## src/rtl/mem_access_unit.sv

```systemverilog
// ---------------------------------------------------------------------------
// mem_access_unit
//
// MEM-stage data-memory access unit. Converts one load or store per
// instruction into a single request/acknowledge transaction on a word-wide
// data bus. Stores get byte-lane steering and write strobes; loads get
// byte/halfword extraction with sign or zero extension. The pipeline is
// stalled while a transaction is outstanding. Misaligned accesses raise
// misalign_exc and generate no bus traffic; a bus that never acknowledges
// is abandoned after TIMEOUT_CYCLES and reported on bus_err.
//
// Parameters
//   TIMEOUT_CYCLES  max BUSY cycles without bus_ack before abort (0 = never)
//
// Ports
//   clk, rst        clock, synchronous active-high reset
//   mem_valid_in    a valid instruction occupies the MEM stage
//   mem_write       instruction is a store
//   wb_load         instruction is a load
//   mem_load_type   load type code (LOAD_*)
//   mem_store_type  store type code (STORE_*)
//   addr            byte address from the ALU
//   store_data      rs2 value
//   mem_stall       freezes IF..MEM
//   load_data       extended load result (registered)
//   load_valid      one-cycle pulse, load_data valid
//   misalign_exc    misaligned request seen in IDLE
//   bus_err         one-cycle pulse on timeout abort
//   bus_req/we/addr/wstrb/wdata   bus request side
//   bus_rdata/ack                 bus response side
// ---------------------------------------------------------------------------
module mem_access_unit #(
    parameter int TIMEOUT_CYCLES = 16
) (
    input  logic        clk,
    input  logic        rst,
    input  logic        mem_valid_in,
    input  logic        mem_write,
    input  logic        wb_load,
    input  logic [2:0]  mem_load_type,
    input  logic [1:0]  mem_store_type,
    input  logic [31:0] addr,
    input  logic [31:0] store_data,
    output logic        mem_stall,
    output logic [31:0] load_data,
    output logic        load_valid,
    output logic        misalign_exc,
    output logic        bus_err,
    output logic        bus_req,
    output logic        bus_we,
    output logic [31:0] bus_addr,
    output logic [3:0]  bus_wstrb,
    output logic [31:0] bus_wdata,
    input  logic [31:0] bus_rdata,
    input  logic        bus_ack
);

    // Decoder type codes (kept in step with the decode stage).
    localparam logic [2:0] LOAD_LB   = 3'd0;
    localparam logic [2:0] LOAD_HD   = 3'd1;
    localparam logic [2:0] LOAD_LW   = 3'd2;
    localparam logic [2:0] LOAD_LBU  = 3'd3;
    localparam logic [2:0] LOAD_LHU  = 3'd4;
    localparam logic [2:0] LOAD_DEF  = 3'd5;

    localparam logic [1:0] STORE_SB  = 2'd0;
    localparam logic [1:0] STORE_SH  = 2'd1;
    localparam logic [1:0] STORE_SW  = 2'd2;
    localparam logic [1:0] STORE_DEF = 2'd3;

    localparam int CNT_W = (TIMEOUT_CYCLES < 2) ? 1 : $clog2(TIMEOUT_CYCLES + 1);

    typedef enum logic [1:0] {
        S_IDLE = 2'd0,
        S_BUSY = 2'd1,
        S_RESP = 2'd2
    } state_t;

    state_t         r_state;
    state_t         w_next;

    logic [31:0]    r_addr;
    logic [31:0]    r_wdata;
    logic [3:0]     r_wstrb;
    logic           r_we;
    logic [2:0]     r_ltype;
    logic [1:0]     r_off;
    logic           r_is_load;
    logic           r_err;
    logic [31:0]    r_load_data;
    logic [CNT_W-1:0] r_cnt;

    logic           w_is_load;
    logic           w_is_store;
    logic           w_req;
    logic           w_aligned;
    logic [3:0]     w_wstrb;
    logic [31:0]    w_wdata;
    logic           w_accept;
    logic           w_timeout;

    // Byte/halfword extraction and extension of a read word.
    function automatic logic [31:0] format_load(
        input logic [2:0]  ltype,
        input logic [1:0]  off,
        input logic [31:0] word
    );
        logic [7:0]  b;
        logic [15:0] h;
        b = word[{off, 3'b000} +: 8];
        h = off[1] ? word[31:16] : word[15:0];
        case (ltype)
            LOAD_LB:  return {{24{b[7]}}, b};
            LOAD_LBU: return {24'b0, b};
            LOAD_HD:  return {{16{h[15]}}, h};
            LOAD_LHU: return {16'b0, h};
            default:  return word;      // LOAD_LW, LOAD_DEF
        endcase
    endfunction

    // -----------------------------------------------------------------------
    // Request decode: alignment and store lane steering
    // -----------------------------------------------------------------------
    // NOTE: every signal written in an always_comb gets a default at the top
    // so no path leaves it unassigned; otherwise a latch is inferred.
    always_comb begin
        w_is_load  = wb_load;
        w_is_store = mem_write && (mem_store_type != STORE_DEF);
        w_req      = mem_valid_in && (w_is_load || w_is_store);
        w_aligned  = 1'b1;
        w_wstrb    = 4'b0000;
        w_wdata    = 32'b0;
        if (w_is_load) begin
            case (mem_load_type)
                LOAD_LB, LOAD_LBU: w_aligned = 1'b1;
                LOAD_HD, LOAD_LHU: w_aligned = ~addr[0];
                default:           w_aligned = (addr[1:0] == 2'b00);
            endcase
        end else begin
            case (mem_store_type)
                STORE_SB: begin
                    w_wstrb = 4'b0001 << addr[1:0];
                    w_wdata = {4{store_data[7:0]}};
                end
                STORE_SH: begin
                    w_aligned = ~addr[0];
                    w_wstrb   = addr[1] ? 4'b1100 : 4'b0011;
                    w_wdata   = {2{store_data[15:0]}};
                end
                default: begin          // STORE_SW (STORE_DEF never requests)
                    w_aligned = (addr[1:0] == 2'b00);
                    w_wstrb   = 4'b1111;
                    w_wdata   = store_data;
                end
            endcase
        end
    end

    // Counter holds the number of un-acked BUSY cycles already spent, so the
    // current cycle is the last allowed one when it equals TIMEOUT_CYCLES-1.
    assign w_timeout = (TIMEOUT_CYCLES > 0) && (r_cnt == CNT_W'(TIMEOUT_CYCLES - 1));

    // -----------------------------------------------------------------------
    // FSM: state register
    // -----------------------------------------------------------------------
    // NOTE: sequential state uses non-blocking assignments so every register
    // samples the pre-edge values regardless of statement order.
    always_ff @(posedge clk) begin
        if (rst) begin
            r_state <= S_IDLE;
        end else begin
            r_state <= w_next;
        end
    end

    // -----------------------------------------------------------------------
    // FSM: next state and outputs
    // -----------------------------------------------------------------------
    always_comb begin
        w_next       = r_state;
        w_accept     = 1'b0;
        mem_stall    = 1'b0;
        misalign_exc = 1'b0;
        bus_req      = 1'b0;
        load_valid   = 1'b0;
        bus_err      = 1'b0;
        case (r_state)
            S_IDLE: begin
                if (w_req) begin
                    if (w_aligned) begin
                        w_accept  = 1'b1;
                        mem_stall = 1'b1;
                        w_next    = S_BUSY;
                    end else begin
                        misalign_exc = 1'b1;
                    end
                end
            end
            S_BUSY: begin
                bus_req   = 1'b1;
                mem_stall = 1'b1;
                if (bus_ack || w_timeout) begin
                    w_next = S_RESP;
                end
            end
            S_RESP: begin
                // The instruction still in MEM here is the one just served;
                // it is never re-accepted.
                load_valid = r_is_load && !r_err;
                bus_err    = r_err;
                w_next     = S_IDLE;
            end
            default: w_next = S_IDLE;
        endcase
    end

    // -----------------------------------------------------------------------
    // Transaction registers
    // -----------------------------------------------------------------------
    always_ff @(posedge clk) begin
        if (rst) begin
            r_addr      <= 32'b0;
            r_wdata     <= 32'b0;
            r_wstrb     <= 4'b0;
            r_we        <= 1'b0;
            r_ltype     <= 3'b0;
            r_off       <= 2'b0;
            r_is_load   <= 1'b0;
            r_err       <= 1'b0;
            r_load_data <= 32'b0;
            r_cnt       <= '0;
        end else begin
            if (w_accept) begin
                r_addr    <= {addr[31:2], 2'b00};
                r_we      <= !w_is_load;
                r_wstrb   <= w_is_load ? 4'b0000 : w_wstrb;
                r_wdata   <= w_is_load ? 32'b0 : w_wdata;
                r_ltype   <= mem_load_type;
                r_off     <= addr[1:0];
                r_is_load <= w_is_load;
                r_err     <= 1'b0;
                r_cnt     <= '0;
            end
            if (r_state == S_BUSY) begin
                if (bus_ack) begin
                    if (r_is_load) begin
                        r_load_data <= format_load(r_ltype, r_off, bus_rdata);
                    end
                end else begin
                    r_cnt <= r_cnt + 1'b1;
                    if (w_timeout) begin
                        r_err <= 1'b1;
                    end
                end
            end
        end
    end

    assign load_data = r_load_data;
    assign bus_we    = r_we;
    assign bus_addr  = r_addr;
    assign bus_wstrb = r_wstrb;
    assign bus_wdata = r_wdata;

endmodule

```

## config.mk

```make
export PLATFORM = sky130hd
export DESIGN_NAME = mem_access_unit
export DESIGN_NICKNAME = d
export VERILOG_FILES = /design/src/rtl/mem_access_unit.sv
export SDC_FILE = /design/constraint.sdc
export NUM_CORES = 1
export LEC_CHECK = 0
export ABC_AREA = 1
export CORE_AREA = 2 2 94 132
export CTS_BUF_LIST = sky130_fd_sc_hd__clkbuf_8
export DETAILED_ROUTE_END_ITERATION = 10
export DIE_AREA = 0 0 96 134
export PLACE_DENSITY_LB_ADDON = 0.3
export SYNTH_ARGS = -nofsm -noshare
export SYNTH_HDL_FRONTEND = slang
export SYNTH_SLANG_ARGS = --single-unit
```

## constraint.sdc

```tcl
create_clock -name clk -period 3 [get_ports clk]
set_input_delay 0.6 -clock clk [delete_from_list [all_inputs] [get_ports clk]]
set_output_delay 0.6 -clock clk [all_outputs]
set_load 0.02 [all_outputs]
```

==> flow_summary.toml <==
[critical_path]
r2r_setup_slack_ns = 1.03
endpoint_kind = "output pin"
critPathRequiredTime_ns = 2.40
critPathMaxFanout = 5
reg2reg_to = "load_data[9]"
r2r_start = "r_ltype[0]"
critPathKind = "input pin to output pin"
startpoint = "addr[0]"
worst_r2r_path_depth = 8
worstSetupStartpointType = "input pin"
cp.arrival_ns = 2.12

[sta]
rsz0062_at_grt = "no"
whs_ns = 0.463
slew_headroom_pct = 46.6
setup_slack_ns = 0.277
finalCriticalPeriod_ns = 2.72
finalCritPeriodShare_pct = 90.8
worst_pin_slew_ns = 0.801
hold_viol = 0
setup-violations-final = 0
clock_skew_ns = 0.0138
setup_tns_ns = 0
final_max_slew_viol_count = 0
max_freq_mhz = 367

[floorplan]
dieArea_sq_mm = 0.0129
dieHeight_um = 134
start_util_pct = 49.0
rows = 47
num_io_pins = 213
fp.dieW_um = 96
core_area_sq_mm = 0.0117

[synth]
ys_ff_latch = 113
syn_area_per_cell_sq_um = 6.52
synth_area_leader_cell = "dfxtp_1"
syn_area_sq_mm = 0.00573
seq_area_frac_synth_pct = 39.5
synth_area_leaders = "dfxtp_1, nand2_1, nor2_1"
synth_top_area_share_pct = 39.5
yosysUniqueCellTypes = 32
yosysWarnings = 0
syn_inst = 879

[clocking]
clock_path_buffers = 2
cts-htree-levels = 4
root_buffer = "clkbuf_8"
cts.clk_slew.worst_paths_ns = 0.07
cts_buffers = 17
clk_latency_ns = 0.43
cts_tree = "done"
cts.sinks = 113
post_cts_buffers = 0

[pwr]
power_leakage_nw = 3.43
swShare_pct = 29.9
switchingPower_mw = 1.17
powerDensity_mw_per_mm2 = 477
power_mw = 3.92
combPwrFrac_pct = 21.8
clkPwrFrac_pct = 37.5
share_seq_of_total_power_pct = 40.7
intPower_mw = 2.75
vdd_drop_max_uv = 265

[global_routing]
grt_pass1_vias = 6097
grt_max_degree = 73
grt_usage_pct = 28.2
grt-ovfl-total = 0
grt_pass1_wl_mm = 28.4
grt_antenna_before_repair = 0

[placed_design]
dp_worst_setup_slack_ns = 0.00725
gp_congestion = 0.940
hpwl_mm = 12.6
port_buffers = 210
placed_cell_area_sq_mm = 0.00783

[min_path]
hp-class = "flop to flop"
min_to = "bus_wdata[16]"
worstHoldPathCells = 2
min_from = "bus_wdata[16]"

[cells_and_area]
antennaDiodeCount = 0
final_cell_mix = "clkdlybuf4s50_1, nand2_1, nor2_1"
nets = 1176
drive_above_1_share_pct = 6.49
area_growth_pct = 43.5
mostFrequentLayoutCell = "clkdlybuf4s50_1"
fill_cells = 1013
finish.instance_area_sq_mm = 0.00823

[routing]
drt_pass1_iterations = 5
routed_via_density = 5.21
num_vias = 6385
wl_per_cell_um = 14.6
drc_errors = 0
postRouteAntennaNets = 0
drtIter0Drc = 332
drt_wl_total_mm = 17.9

[status]
status = "finished clean"

[run]
drv_cap = 0
## state kept, by name (all words and copies together), names as in the netlist, 2 cells and up
name	flops
bus_wstrb	4
r_ltype	3
load_data	32
r_state	2
bus_addr	30
r_cnt	5
bus_wdata	32
r_off	2
## worst max-delay path, stage by stage
cell             delay [ns]
clkdlybuf4s50_1        0.59
nand2_1                0.08
nor2_1                 0.08
nand2_1                0.06
nand3_1                0.08
nand2_2                0.10
nor3_1                 0.14
dlygate4sd2_1          0.38
## routing by layer
| metal | up-vias | track usage [%] | part of all wire (%) |
|---|---|---|---|
| li1 | 3188 | - | - |
| met1 | 2841 | 29.5 | 37 |
| met2 | 300 | 48.6 | 50 |
| met3 | 56 | 8.09 | 8.1 |
| met4 | 0 | 17.1 | 5.0 |
| met5 | - | 0 | 0 |
## cell usage after synthesis (all sizes together)
cell / number
o21bai: 1
a211oi: 8
a21oi: 73
o211ai: 9
nor4: 1
nand3b: 1
nor2: 168
inv: 80
nand3: 58
nor3: 8
or2: 3
nor3b: 1
dfxtp: 113
o21ai: 108
ha: 2
clkbuf: 24
o22ai: 1
nand2: 185
buf: 34
conb: 1
## stage by stage
step                instances  util [%]
detailed placement       1195      66.9
global route             1226      70.3
finish                   1226      70.3
floorplan                 880         -
global placement         1195      66.9
CTS                      1226      70.3
## logic make-up (layout without fill, tap and decap cells)
kind of cell | count (synthesis) | in the layout | share of synthesized area (%)
flip-flops | 113 | 113 | 39.5
adder cells (fa/ha/maj) | 2 | 2 | 0.436
other | 1 | 2 | 0.0654
buffers and inverters | 138 | 337 | 10.8
AO/OA/AOI/OAI | 200 | 200 | 19.2
AND/OR/NAND/NOR | 425 | 425 | 30.1
## worst max path at each step
stage / end / slack, ns / cells after the start
6_report: misalign_exc / 0.28 / 8
3_3_place_gp: misalign_exc / 0.02 / 8
4_1_cts: mem_stall / 0.09 / 10
2_1_floorplan: misalign_exc / 0.80 / 8
3_5_place_dp: misalign_exc / 0.007 / 8
5_1_grt: misalign_exc / 0.09 / 8
## cell type report
cell class	instances	area, sq um	area share, %
multi-input cells	629	2850	34.7
flip-flops and latches	113	2260	27.5
repair buffers	226	2230	27.1
inverters	80	303	3.68
clock buffers	18	248	3.01
well taps	147	184	2.24
clock inverters	13	146	1.78
## what timing repair did
action	4_1_cts	5_1_grt
resized for setup	1	1
endpoints found under the setup margin	1	1
hold buffers	0	0
## power by group through the flow
stage	logic (mW)	clock network (mW)	registers [mW]
floorplan	0.429	0	1.70
global placement	0.841	0	1.63
detailed placement	0.847	0	1.63
CTS	0.853	1.50	1.60
global route	0.936	1.57	1.60
finish	0.854	1.47	1.60
Note: power is estimated with default switching activity, not from simulation.
